### config.mk
export PLATFORM = sky130hd
export DESIGN_NAME = shift_add_ctrl
export DESIGN_NICKNAME = d
export VERILOG_FILES = /design/src/rtl/shift_add_pkg.sv /design/src/rtl/mul_bit_counter.sv /design/src/rtl/shift_add_ctrl.sv
export SDC_FILE = /design/constraint.sdc
export NUM_CORES = 1
export LEC_CHECK = 0
export BUFFER_PORTS_ARGS = -buffer_cell sky130_fd_sc_hd__buf_4
export CAP_MARGIN = 30
export CORE_MARGIN = 10
export CORE_UTILIZATION = 25
export CTS_CLUSTER_DIAMETER = 40
export CTS_CLUSTER_SIZE = 16
export DETAILED_ROUTE_END_ITERATION = 10
export GPL_TIMING_DRIVEN = 1
export MAX_ROUTING_LAYER = met4
export PLACE_DENSITY_LB_ADDON = 0.08
export SLEW_MARGIN = 30
export SYNTH_ARGS = -nofsm -noshare
export SYNTH_HDL_FRONTEND = slang
export SYNTH_SLANG_ARGS = --single-unit
### constraint.sdc
create_clock -name clk -period 2.22 [get_ports clk]
set_clock_uncertainty 0.05 [all_clocks]
set_input_delay 0.444 -clock clk [delete_from_list [all_inputs] [get_ports clk]]
set_output_delay 0.444 -clock clk [all_outputs]
set_load 0.05 [all_outputs]
### src/rtl/shift_add_pkg.sv
// rtl/shift_add_pkg.sv - shared state encoding and sizing helpers for the shift-add sequencer
package shift_add_pkg;

    localparam int WIDTH_DEF = 4;

    // S_ITER exists only in FAST_CHECK_EN builds; S_CHECK only in the default build.
    typedef enum logic [2:0] {
        S_IDLE  = 3'd0,
        S_LOAD  = 3'd1,
        S_CHECK = 3'd2,
        S_ADD   = 3'd3,
        S_SHIFT = 3'd4,
        S_DONE  = 3'd5,
        S_ITER  = 3'd6
    } state_e;

    function automatic int cnt_width(input int width);
        return $clog2(width + 1);
    endfunction

endpackage

### src/rtl/mul_bit_counter.sv
// rtl/mul_bit_counter.sv - loadable down-counter tracking remaining multiplier bits
module mul_bit_counter #(
    parameter int CNT_W = 3
) (
    input  logic             clk,
    input  logic             rst,
    input  logic             load_i,
    input  logic [CNT_W-1:0] load_val_i,
    input  logic             dec_i,
    output logic [CNT_W-1:0] value_o,
    output logic             is_one_o
);

    logic [CNT_W-1:0] cnt_q;
    logic [CNT_W-1:0] cnt_d;

    always_comb begin
        cnt_d = cnt_q;
        if (load_i) begin
            cnt_d = load_val_i;
        end else if (dec_i) begin
            cnt_d = cnt_q - CNT_W'(1);
        end
    end

    always_ff @(posedge clk) begin
        if (rst) begin
            cnt_q <= '0;
        end else begin
            cnt_q <= cnt_d;
        end
    end

    assign value_o  = cnt_q;
    assign is_one_o = (cnt_q == CNT_W'(1));

endmodule

### src/rtl/shift_add_ctrl.sv
// rtl/shift_add_ctrl.sv - shift-add multiplier sequencer; FAST_CHECK_EN merges CHECK into a Mealy ITER state
module shift_add_ctrl
    import shift_add_pkg::*;
#(
    parameter int WIDTH = WIDTH_DEF
) (
    input  logic clk,
    input  logic rst,
    input  logic start,
    input  logic q0,
    output logic ld_regs,
    output logic add_en,
    output logic shift_en,
    output logic busy,
    output logic done
);

    localparam int CNT_W = cnt_width(WIDTH);

`ifdef FAST_CHECK_EN
    localparam state_e DECIDE_STATE = S_ITER;
`else
    localparam state_e DECIDE_STATE = S_CHECK;
`endif

    state_e           state_q;
    state_e           state_d;
    logic             cnt_load;
    logic             dec_req;
    logic             cnt_dec;
    logic             cnt_is_one;
    logic [CNT_W-1:0] cnt_value;

    // Never let a stray decrement wrap the counter past zero.
    assign cnt_dec = dec_req && (cnt_value != '0);

    mul_bit_counter #(.CNT_W(CNT_W)) u_bit_counter (
        .clk        (clk),
        .rst        (rst),
        .load_i     (cnt_load),
        .load_val_i (CNT_W'(WIDTH)),
        .dec_i      (cnt_dec),
        .value_o    (cnt_value),
        .is_one_o   (cnt_is_one)
    );

    always_ff @(posedge clk) begin
        if (rst) begin
            state_q <= S_IDLE;
        end else begin
            state_q <= state_d;
        end
    end

    always_comb begin
        state_d  = state_q;
        ld_regs  = 1'b0;
        add_en   = 1'b0;
        shift_en = 1'b0;
        busy     = 1'b0;
        done     = 1'b0;
        cnt_load = 1'b0;
        dec_req  = 1'b0;
        case (state_q)
            S_IDLE: begin
                if (start) state_d = S_LOAD;
            end
            S_LOAD: begin
                ld_regs  = 1'b1;
                busy     = 1'b1;
                cnt_load = 1'b1;
                state_d  = DECIDE_STATE;
            end
`ifdef FAST_CHECK_EN
            S_ITER: begin
                busy = 1'b1;
                if (q0) begin
                    add_en  = 1'b1;
                    state_d = S_SHIFT;
                end else begin
                    shift_en = 1'b1;
                    dec_req  = 1'b1;
                    state_d  = cnt_is_one ? S_DONE : S_ITER;
                end
            end
`else
            S_CHECK: begin
                busy    = 1'b1;
                state_d = q0 ? S_ADD : S_SHIFT;
            end
`endif
            S_ADD: begin
                busy    = 1'b1;
                add_en  = 1'b1;
                state_d = S_SHIFT;
            end
            S_SHIFT: begin
                busy     = 1'b1;
                shift_en = 1'b1;
                dec_req  = 1'b1;
                state_d  = cnt_is_one ? S_DONE : DECIDE_STATE;
            end
            S_DONE: begin
                done = 1'b1;
                if (start) state_d = S_LOAD;
            end
            default: state_d = S_IDLE;
        endcase
    end

endmodule

==> reports/results.txt, run 1 <==
Status = finished clean
VDD IR-drop max = 0.3334 mV
Placed Area = 488.0 µm²
Core Footprint = 1559 µm²
Critical Path End Type = output port
Post-Synthesis Cells = 52
R2R cell count = 3
WP depth = 3
Detailed Route WL = 971 µm
Detailed Route Iter0 Violations = 6
IO Port Bufs = 8
Critical-path top delay cell = dfxtp_1
Cell family with most CP delay = flip-flops
Hold path cells = 2
Post-Syn Area = 426.7 µm²
Die height = 61.31 µm
Vias = 358
Layout net count = 69
Fmax = 0.5414 GHz
Grt ovf = 0
Largest net degree at the start of global routing = 11
Max_cap viols = 0
CTS hold repair buffers = 0
Post-route DRC violation count = 0
Postcts setup bufs = 0
CTS resizes = 0
Setup CP Type = reg2out
Synthesized area per cell = 8.205 µm²
Max FO, Critical Path = 7
IO Pins = 9
Routability congestion estimate from global placement = 0.7129
Worst slew pin tran = 0.3610 ns
Hold/Removal Path Class = in2reg
Cells along the critical path = and2b_1 -> and2_1 -> buf_4
Synth Flop Type = dfxtp_1
Power Dens Cells = 634.7 nW/µm²
GRT Util Overall = 5.794%
RSZ-0062 raised after global routing = no
CTS tree = yes
CTS buffer count = 3
Vias per cell = 4.711
Clock Path Buffers = 2
Leakage power = 0.2273 nW
Max transition margin = 75.90%
Post-route cell area = 510.5 µm²
Routed Antenna Nets = 0
Flops & latches, synth = 6
Buf+Inv Stages, Crit Path = 1
Worst-path clk slew = 0.06 ns
CP max stage delay = 0.49 ns
Fin crit period = 1.847 ns
Netlist cell types = 29
Setup Viol. Count Final = 0
Area delta synth->final = 19.65%
First-pass GRT wire length = 1566 µm
Clock Sinks = 6
Post-synth ARST share = 0%
Yosys warning count = 0
# H-tree levels = 1
Seq/Total Area, Yosys = 28.15%
Startpoint Class = flip-flop
CP Data Arrival Time = 1.35 ns
Slew Viols, Final = 0
Worst endpoint required time = 1.73 ns
Clk root buf = clkbuf_4
Starting Density = 27.37%
Clk_lat worst skew = 0.25 ns
Die area = 3759 µm²
Crit share post-route = 83.19%
Final TNS setup = 0 ns
Vias in the first global route = 318
Post-Synthesis Net Count = 59
Wire per inst = 12.78 µm
Detail Placement HPWL = 739 µm
Share of post-route cells with drive strength above 1 = 21.67%
First drt pass iteration count = 4
FP Rows = 14
Hold Vio Cnt, Final = 0
EDFF count, synth = 0
Diode count = 0
DIE WIDTH = 61.31 µm
Antenna violations before repair = 0
[registers in the layout, indices dropped and copies added (netlist names)]
name	count
state_q	3
u_bit_counter.value_o	3
[layer usage]
layer	GRT usage, %	routed length [µm]	vias to the layer above
met3	3.704	28	0
met1	7.782	511	160
met5	-	0	-
li1	-	-	195
met4	0	0	0
met2	7.396	431	3
[final timing paths]
check / startpoint / end / slack [ns]
setup reg to reg: state_q[2] / u_bit_counter.value_o[1] / 0.89
hold / removal: rst / u_bit_counter.value_o[2] / 0.36
hold reg to reg: u_bit_counter.value_o[1] / u_bit_counter.value_o[1] / 0.47
setup / recovery: state_q[1] / done / 0.37
[cells in the mapped netlist (all sizes together), types with 2 or more instances]
master	n	area [µm²]
a21oi	3	15.01
and2	2	12.51
buf	3	18.76
dfxtp	6	120.1
ha	3	37.54
inv	5	18.77
nand2	2	7.510
nand2b	3	18.77
nor2	4	15.01
nor2b	3	18.77
[logic make-up (layout without fill, tap and decap cells)]
| kind of cell | Yosys count | count (layout) | share of synthesized area [%] |
|---|---|---|---|
| AOI/OAI and AO/OA | 10 | 10 | 16.42 |
| xor gates and xnor gates | 1 | 1 | 2.053 |
| adders and majority gates | 3 | 3 | 8.799 |
| buffers and inverters | 8 | 16 | 8.796 |
| DFF | 6 | 6 | 28.15 |
| muxes | 1 | 1 | 2.346 |
| and+or+nand+nor | 23 | 23 | 33.43 |
[placed cells by master, fill, tap and decap left out]
master / n
a2111o_1: 1
a211oi_1: 1
a21bo_2: 1
a21oi_1: 3
a31oi_1: 1
a32oi_1: 1
and2_1: 2
and2b_1: 1
and3_1: 1
and3b_1: 1
buf_4: 8
clkbuf_4: 3
dfxtp_1: 6
ha_1: 3
inv_1: 5
mux2i_1: 1
nand2_1: 2
nand2b_1: 3
nand3_1: 1
nand4_1: 1
nor2_1: 4
nor2b_1: 3
nor3_1: 1
nor3b_4: 1
nor4_1: 1
o21ai_0: 1
o22ai_1: 1
or3_1: 1
xnor2_1: 1
[power breakdown]
part	internal, W	switching (W)
clock	0.0000616	0.0000462
sequential	0.000115	0.0000140
combinational	0.0000338	0.0000534
[stage by stage]
stage / hold slack, ns / power (W) / setup WS [ns] / std cells / utilization, %
floorplan: 0.4396 / 0.0001959 / 0.3579 / 52 / -
finish: 0.3638 / 0.0003240 / 0.3731 / 76 / 32.74
global route: 0.3737 / 0.0003457 / 0.2608 / 76 / 32.74
detailed placement: 0.4594 / 0.0002190 / 0.6436 / 73 / 31.30
global placement: 0.4603 / 0.0002211 / 0.6350 / 73 / 31.30
CTS: 0.3666 / 0.0003294 / 0.3622 / 76 / 32.74
[area by class of cell]
| cell class | instances | area (µm²) |
|---|---|---|
| clock buffers | 3 | 22.52 |
| repair buffers | 8 | 60.06 |
| well taps | 16 | 20.02 |
| flip-flops and latches | 6 | 120.1 |
| fillers | 162 | 1049 |
| inverters | 5 | 18.77 |
| multi-input cells | 38 | 269.0 |
(Power assumes the default switching activity.)
==> inputs of run 2 (changes only) <==
==> constraint.sdc (replaced) <==
create_clock -name clk -period 1.8 [get_ports clk]
set_clock_uncertainty 0.05 [all_clocks]
set_input_delay 0.36 -clock clk [delete_from_list [all_inputs] [get_ports clk]]
set_output_delay 0.36 -clock clk [all_outputs]
set_load 0.05 [all_outputs]
==> reports/results.txt, run 2 (synthesis gave the netlist of run 1 again) <==
Leakage power = 0.2379 nW (was 0.2273 nW)
Final hold slack = 0.3031 ns (was 0.3638 ns)
Worst endpoint required time = 1.39 ns (was 1.73 ns)
Die height = 61.31 µm (unchanged)
Diode count = 0 (unchanged)
Power Dens Cells = 751.9 nW/µm² (was 634.7 nW/µm²)
DIE WIDTH = 61.31 µm (unchanged)
Largest net degree at the start of global routing = 10 (was 11)
Worst slew pin tran = 0.2961 ns (was 0.3610 ns)
Worst-path clk slew = 0.05 ns (was 0.06 ns)
Routability congestion estimate from global placement = 0.7257 (was 0.7129)
Detailed Route WL = 935 µm (was 971 µm)
Routed Antenna Nets = 0 (unchanged)
Core Footprint = 1559 µm² (unchanged)
Clk_lat worst skew = 0.24 ns (was 0.25 ns)
Antenna violations before repair = 0 (unchanged)
Max transition margin = 80.23% (was 75.90%)
FP Rows = 14 (unchanged)
RSZ-0062 raised after global routing = no (unchanged)
IO Pins = 9 (unchanged)
CP Data Arrival Time = 1.30 ns (was 1.35 ns)
Vias in the first global route = 347 (was 318)
Post-route cell area = 525.5 µm² (was 510.5 µm²)
Startpoint Class = flip-flop (unchanged)
Critical Path End Type = output port (unchanged)
Slew Viols, Final = 0 (unchanged)
Final TNS setup = 0 ns (unchanged)
Vias per cell = 4.769 (was 4.711)
Crit share post-route = 94.93%
Cells along the critical path = and2b_1 -> and2_1 -> buf_4 (unchanged)
Commonest non-fill, non-tap cell in the layout = buf_4 (unchanged)
Post-route DRC violation count = 0 (unchanged)
First drt pass iteration count = 3 (was 4)
Placed Area = 503.0 µm² (was 488.0 µm²)
Starting Density = 27.37% (unchanged)
Grt ovf = 0 (unchanged)
CTS hold repair buffers = 0 (unchanged)
Clk root buf = clkbuf_4 (unchanged)
CTS tree = yes (unchanged)
Max FO, Critical Path = 7 (unchanged)
Fin crit period = 1.709 ns
Hold Vio Cnt, Final = 0 (unchanged)
Hold/Removal Path Class = in2reg (unchanged)
Layout net count = 71 (was 69)
First-pass GRT wire length = 1469 µm (was 1566 µm)
Clock Sinks = 6 (unchanged)
Post-layout util = 33.71% (was 32.74%)
CP max stage delay = 0.47 ns (was 0.49 ns)
Fmax = 0.5852 GHz
Area delta synth->final = 23.17% (was 19.65%)
Clock Path Buffers = 2 (unchanged)
Leading cell types in the layout, fill and taps excluded = 10 x buf_4, 6 x dfxtp_1, 5 x inv_1 (was 8 x buf_4, 6 x dfxtp_1, 5 x inv_1)
VDD IR-drop max = 0.2743 mV (was 0.3334 mV)
Die area = 3759 µm² (unchanged)
Status = finished clean (unchanged)
Wire per inst = 11.99 µm (was 12.78 µm)
Setup Viol. Count Final = 0 (unchanged)
Detailed Route Iter0 Violations = 3 (was 6)
Setup CP Type = reg2out (unchanged)
Critical-path top delay cell = dfxtp_1 (unchanged)
Vias = 372 (was 358)
IO Port Bufs = 8 (unchanged)
CTS resizes = 0 (unchanged)
Detail Placement HPWL = 729 µm (was 739 µm)
# H-tree levels = 1 (unchanged)
Postcts setup bufs = 0 (unchanged)
Share of post-route cells with drive strength above 1 = 24.19% (was 21.67%)
Max_cap viols = 0 (unchanged)
GRT Util Overall = 5.410% (was 5.794%)
CTS buffer count = 3 (unchanged)
==> run 2: changes by cell type in the layout (fill, tap and decap cells not counted) <==
cell / change
buf_4: +2
==> run 2: critical path, delay by kind of cell (launching register included) <==
family,cells,cell delay (ns)
buffers and inverters,1,0.18
flip-flops,1,0.47
AND/OR/NAND/NOR,2,0.41
==> run 2: worst paths after layout <==
path / startpoint / end / slack (ns) / cells past startpoint
setup reg to reg: state_q[2] / u_bit_counter.value_o[1] / 0.49 / 4
hold / removal: rst / state_q[0] / 0.30 / 2
setup / recovery: state_q[1] / done / 0.09 / 3
hold reg to reg: u_bit_counter.value_o[1] / u_bit_counter.value_o[1] / 0.47 / 2
==> run 2: through the flow <==
step,power (W),setup slack (ns),cells
5_1_grt,0.0004194,0.02164,78
2_1_floorplan,0.0002416,0.02187,52
4_1_cts,0.0004007,0.08202,78
3_5_place_dp,0.0002734,0.3489,75
3_3_place_gp,0.0002776,0.3272,75
6_report,0.0003951,0.09129,78
==> run 2: routing by layer <==
metal,global-route usage (%),vias up,part of all wire [%]
met1,5.814,171,48
met4,2.932,0,0
met2,8.580,3,50
met5,-,-,0
met3,1.852,0,2.0
li1,-,198,-
==> run 2: cell type report <==
class	instances	area (µm²)
fill	168	1033
multi-input combinational	38	269.0
sequential	6	120.1
timing repair buffer	10	75.07
clock buffer	3	22.52
tap	16	20.02
inverter	5	18.77
==> run 2: report_power, final <==
| group | internal, W | total (W) | switching, W | leakage (nW) |
|---|---|---|---|---|
| logic | 0.0000454 | 0.000115 | 0.0000694 | 0.175 |
| clock network | 0.0000754 | 0.000124 | 0.0000483 | 0.0138 |
| registers | 0.000142 | 0.000157 | 0.0000146 | 0.0490 |
| total | 0.000263 | 0.000395 | 0.000132 | 0.238 |
==> inputs of run 3 (changes only) <==
--- a/config.mk
+++ b/config.mk
@@ -10,11 +10,11 @@
 export CORE_MARGIN = 10
 export CORE_UTILIZATION = 25
 export CTS_CLUSTER_DIAMETER = 40
-export CTS_CLUSTER_SIZE = 16
+export CTS_CLUSTER_SIZE = 20
 export DETAILED_ROUTE_END_ITERATION = 10
 export GPL_TIMING_DRIVEN = 1
 export MAX_ROUTING_LAYER = met4
-export PLACE_DENSITY_LB_ADDON = 0.08
+export PLACE_DENSITY = 0.45
 export SLEW_MARGIN = 30
 export SYNTH_ARGS = -nofsm -noshare
 export SYNTH_HDL_FRONTEND = slang
==> constraint.sdc (replaced) <==
create_clock -name clk -period 1.8 [get_ports clk]
set_clock_uncertainty 0.05 [all_clocks]
set_input_delay 0.18 -clock clk [delete_from_list [all_inputs] [get_ports clk]]
set_output_delay 0.18 -clock clk [all_outputs]
set_load 0.05 [all_outputs]
==> reports/results.txt, run 3 (synthesis gave the netlist of run 1 again) <==
Status = finished clean (unchanged)
Clk_lat worst skew = 0.25 ns (was 0.24 ns)
CP startpoint = state_q[1] (unchanged)
R2R cell count = 5 (was 4)
Detailed Route WL = 963 µm (was 935 µm)
R2R Setup Slk = 0.52 ns (was 0.49 ns)
CP Data Arrival Time = 1.33 ns (was 1.30 ns)
Worst slew pin tran = 0.3584 ns (was 0.2961 ns)
Setup CP Type = reg2out (unchanged)
Clk root buf = clkbuf_4 (unchanged)
Share of post-route cells with drive strength above 1 = 21.67% (was 24.19%)
Diode count = 0 (unchanged)
Non-filler instance count after layout = 76 (was 78)
Starting Density = 27.37% (unchanged)
Placement Setup Slack = 0.4928 ns (was 0.3489 ns)
Placed cells = 73 (was 75)
Buf+Inv Stages, Crit Path = 1 (unchanged)
DIE WIDTH = 61.31 µm (unchanged)
Detailed Route Iter0 Violations = 11 (was 3)
Final hold slack = 0.09810 ns (was 0.3031 ns)
Worst-path clk slew = 0.05 ns (about the same)
Critical-path top delay cell = dfxtp_1 (unchanged)
Setup Viol. Count Final = 0 (unchanged)
Hold Vio Cnt, Final = 0 (unchanged)
Crit share post-route = 86.86% (was 94.93%)
CTS hold repair buffers = 0 (unchanged)
Worst reg2reg path startpoint = u_bit_counter.value_o[0] (was state_q[2])
Area delta synth->final = 19.65% (was 23.17%)
Leakage power = 0.2273 nW (was 0.2379 nW)
Die area = 3759 µm² (unchanged)
Worst hold path endpoint = state_q[0] (unchanged)
# fillers = 163 (was 168)
Reg2reg end = u_bit_counter.value_o[0] (was u_bit_counter.value_o[1])
Post-route DRC violation count = 0 (unchanged)
Vias in the first global route = 336 (was 347)
Cell family with most CP delay = flip-flops (unchanged)
First-pass GRT wire length = 1538 µm (was 1469 µm)
Max_cap viols = 0 (unchanged)
Post-layout util = 32.74% (was 33.71%)
Postcts setup bufs = 0 (unchanged)
Leading cell types in the layout, fill and taps excluded = 8 x buf_4, 6 x dfxtp_1, 5 x inv_1 (was 10 x buf_4, 6 x dfxtp_1, 5 x inv_1)
Cells along the critical path = and2b_1 -> and2_1 -> buf_4 (unchanged)
Antenna violations before repair = 0 (unchanged)
IO Pins = 9 (unchanged)
Clock Path Buffers = 2 (unchanged)
Routability congestion estimate from global placement = 0.8002 (was 0.7257)
CTS resizes = 0 (unchanged)
Fmax = 0.6396 GHz (was 0.5852 GHz)
First drt pass iteration count = 4 (was 3)
Worst endpoint required time = 1.57 ns (was 1.39 ns)
IO Port Bufs = 8 (unchanged)
Vias per cell = 4.921 (was 4.769)
Critical Path End Type = output port (unchanged)
Die height = 61.31 µm (unchanged)
CP max stage delay = 0.48 ns (was 0.47 ns)
RSZ-0062 raised after global routing = no (unchanged)
Clock Sinks = 6 (unchanged)
Routed Antenna Nets = 0 (unchanged)
Layout net count = 69 (was 71)
Fin crit period = 1.564 ns (was 1.709 ns)
GRT Util Overall = 5.834% (was 5.410%)
Slew Viols, Final = 0 (unchanged)
CTS buffer count = 3 (unchanged)
Setup ws final = 0.2365 ns (was 0.09129 ns)
CTS tree = yes (unchanged)
Vias = 374 (was 372)
Hold/Removal Path Class = in2reg (unchanged)
Largest net degree at the start of global routing = 11 (was 10)
Max transition margin = 76.07% (was 80.23%)
# H-tree levels = 1 (unchanged)
Commonest non-fill, non-tap cell in the layout = buf_4 (unchanged)
Power Dens Cells = 789.8 nW/µm² (was 751.9 nW/µm²)
Detail Placement HPWL = 716.7 µm (was 729 µm)
Core Footprint = 1559 µm² (unchanged)
Max FO, Critical Path = 7 (unchanged)
Grt ovf = 0 (unchanged)
Wire per inst = 12.67 µm (was 11.99 µm)
FP Rows = 14 (unchanged)
Hold_sp = rst (unchanged)
VDD IR-drop max = 0.3587 mV (was 0.2743 mV)
Startpoint Class = flip-flop (unchanged)
Hold path cells = 2 (unchanged)
Final TNS setup = 0 ns (unchanged)
[run 3: cell count changes in the layout (fill, tap and decap cells not counted)]
cell / delta
buf_4: -2
[run 3: routing by layer]
layer | track usage [%] | routed length (µm) | vias to the layer above
li1 | - | - | 197
met1 | 6.613 | 497 | 162
met2 | 7.840 | 376 | 13
met3 | 4.733 | 84 | 2
met4 | 0.9772 | 4 | 0
met5 | - | 0 | -
[run 3: metrics by stage]
step	power [W]	instance area, µm²
final	0.0004032	510.5
after global routing	0.0004261	510.5
after CTS	0.0004104	510.5
after detailed placement	0.0002693	488.0
after global placement	0.0002714	488.0
after floorplan	0.0002416	426.7
[run 3: power by group]
part	switching, W	internal, W	leakage (nW)
Combinational	0.0000655	0.0000417	0.165
Sequential	0.0000169	0.000142	0.0490
Clock	0.0000611	0.0000763	0.0138
Total	0.000144	0.000260	0.227
[run 3: area by class of cell]
type                            count  area, µm²  area share (%)
Multi-Input combinational cell     38      269.0           52.70
Inverter                            5      18.77           3.676
Timing Repair Buffer                8      60.06           11.76
Tap cell                           16      20.02           3.922
Clock buffer                        3      22.52           4.412
Sequential cell                     6      120.1           23.53
[run 3: worst max path at each step]
stage | cells past startpoint | slack, ns | end
final | 3 | 0.24 | done
after detailed placement | 3 | 0.49 | add_en
after global placement | 3 | 0.48 | done
after global routing | 3 | 0.11 | add_en
after floorplan | 2 | 0.20 | busy
after CTS | 3 | 0.21 | done
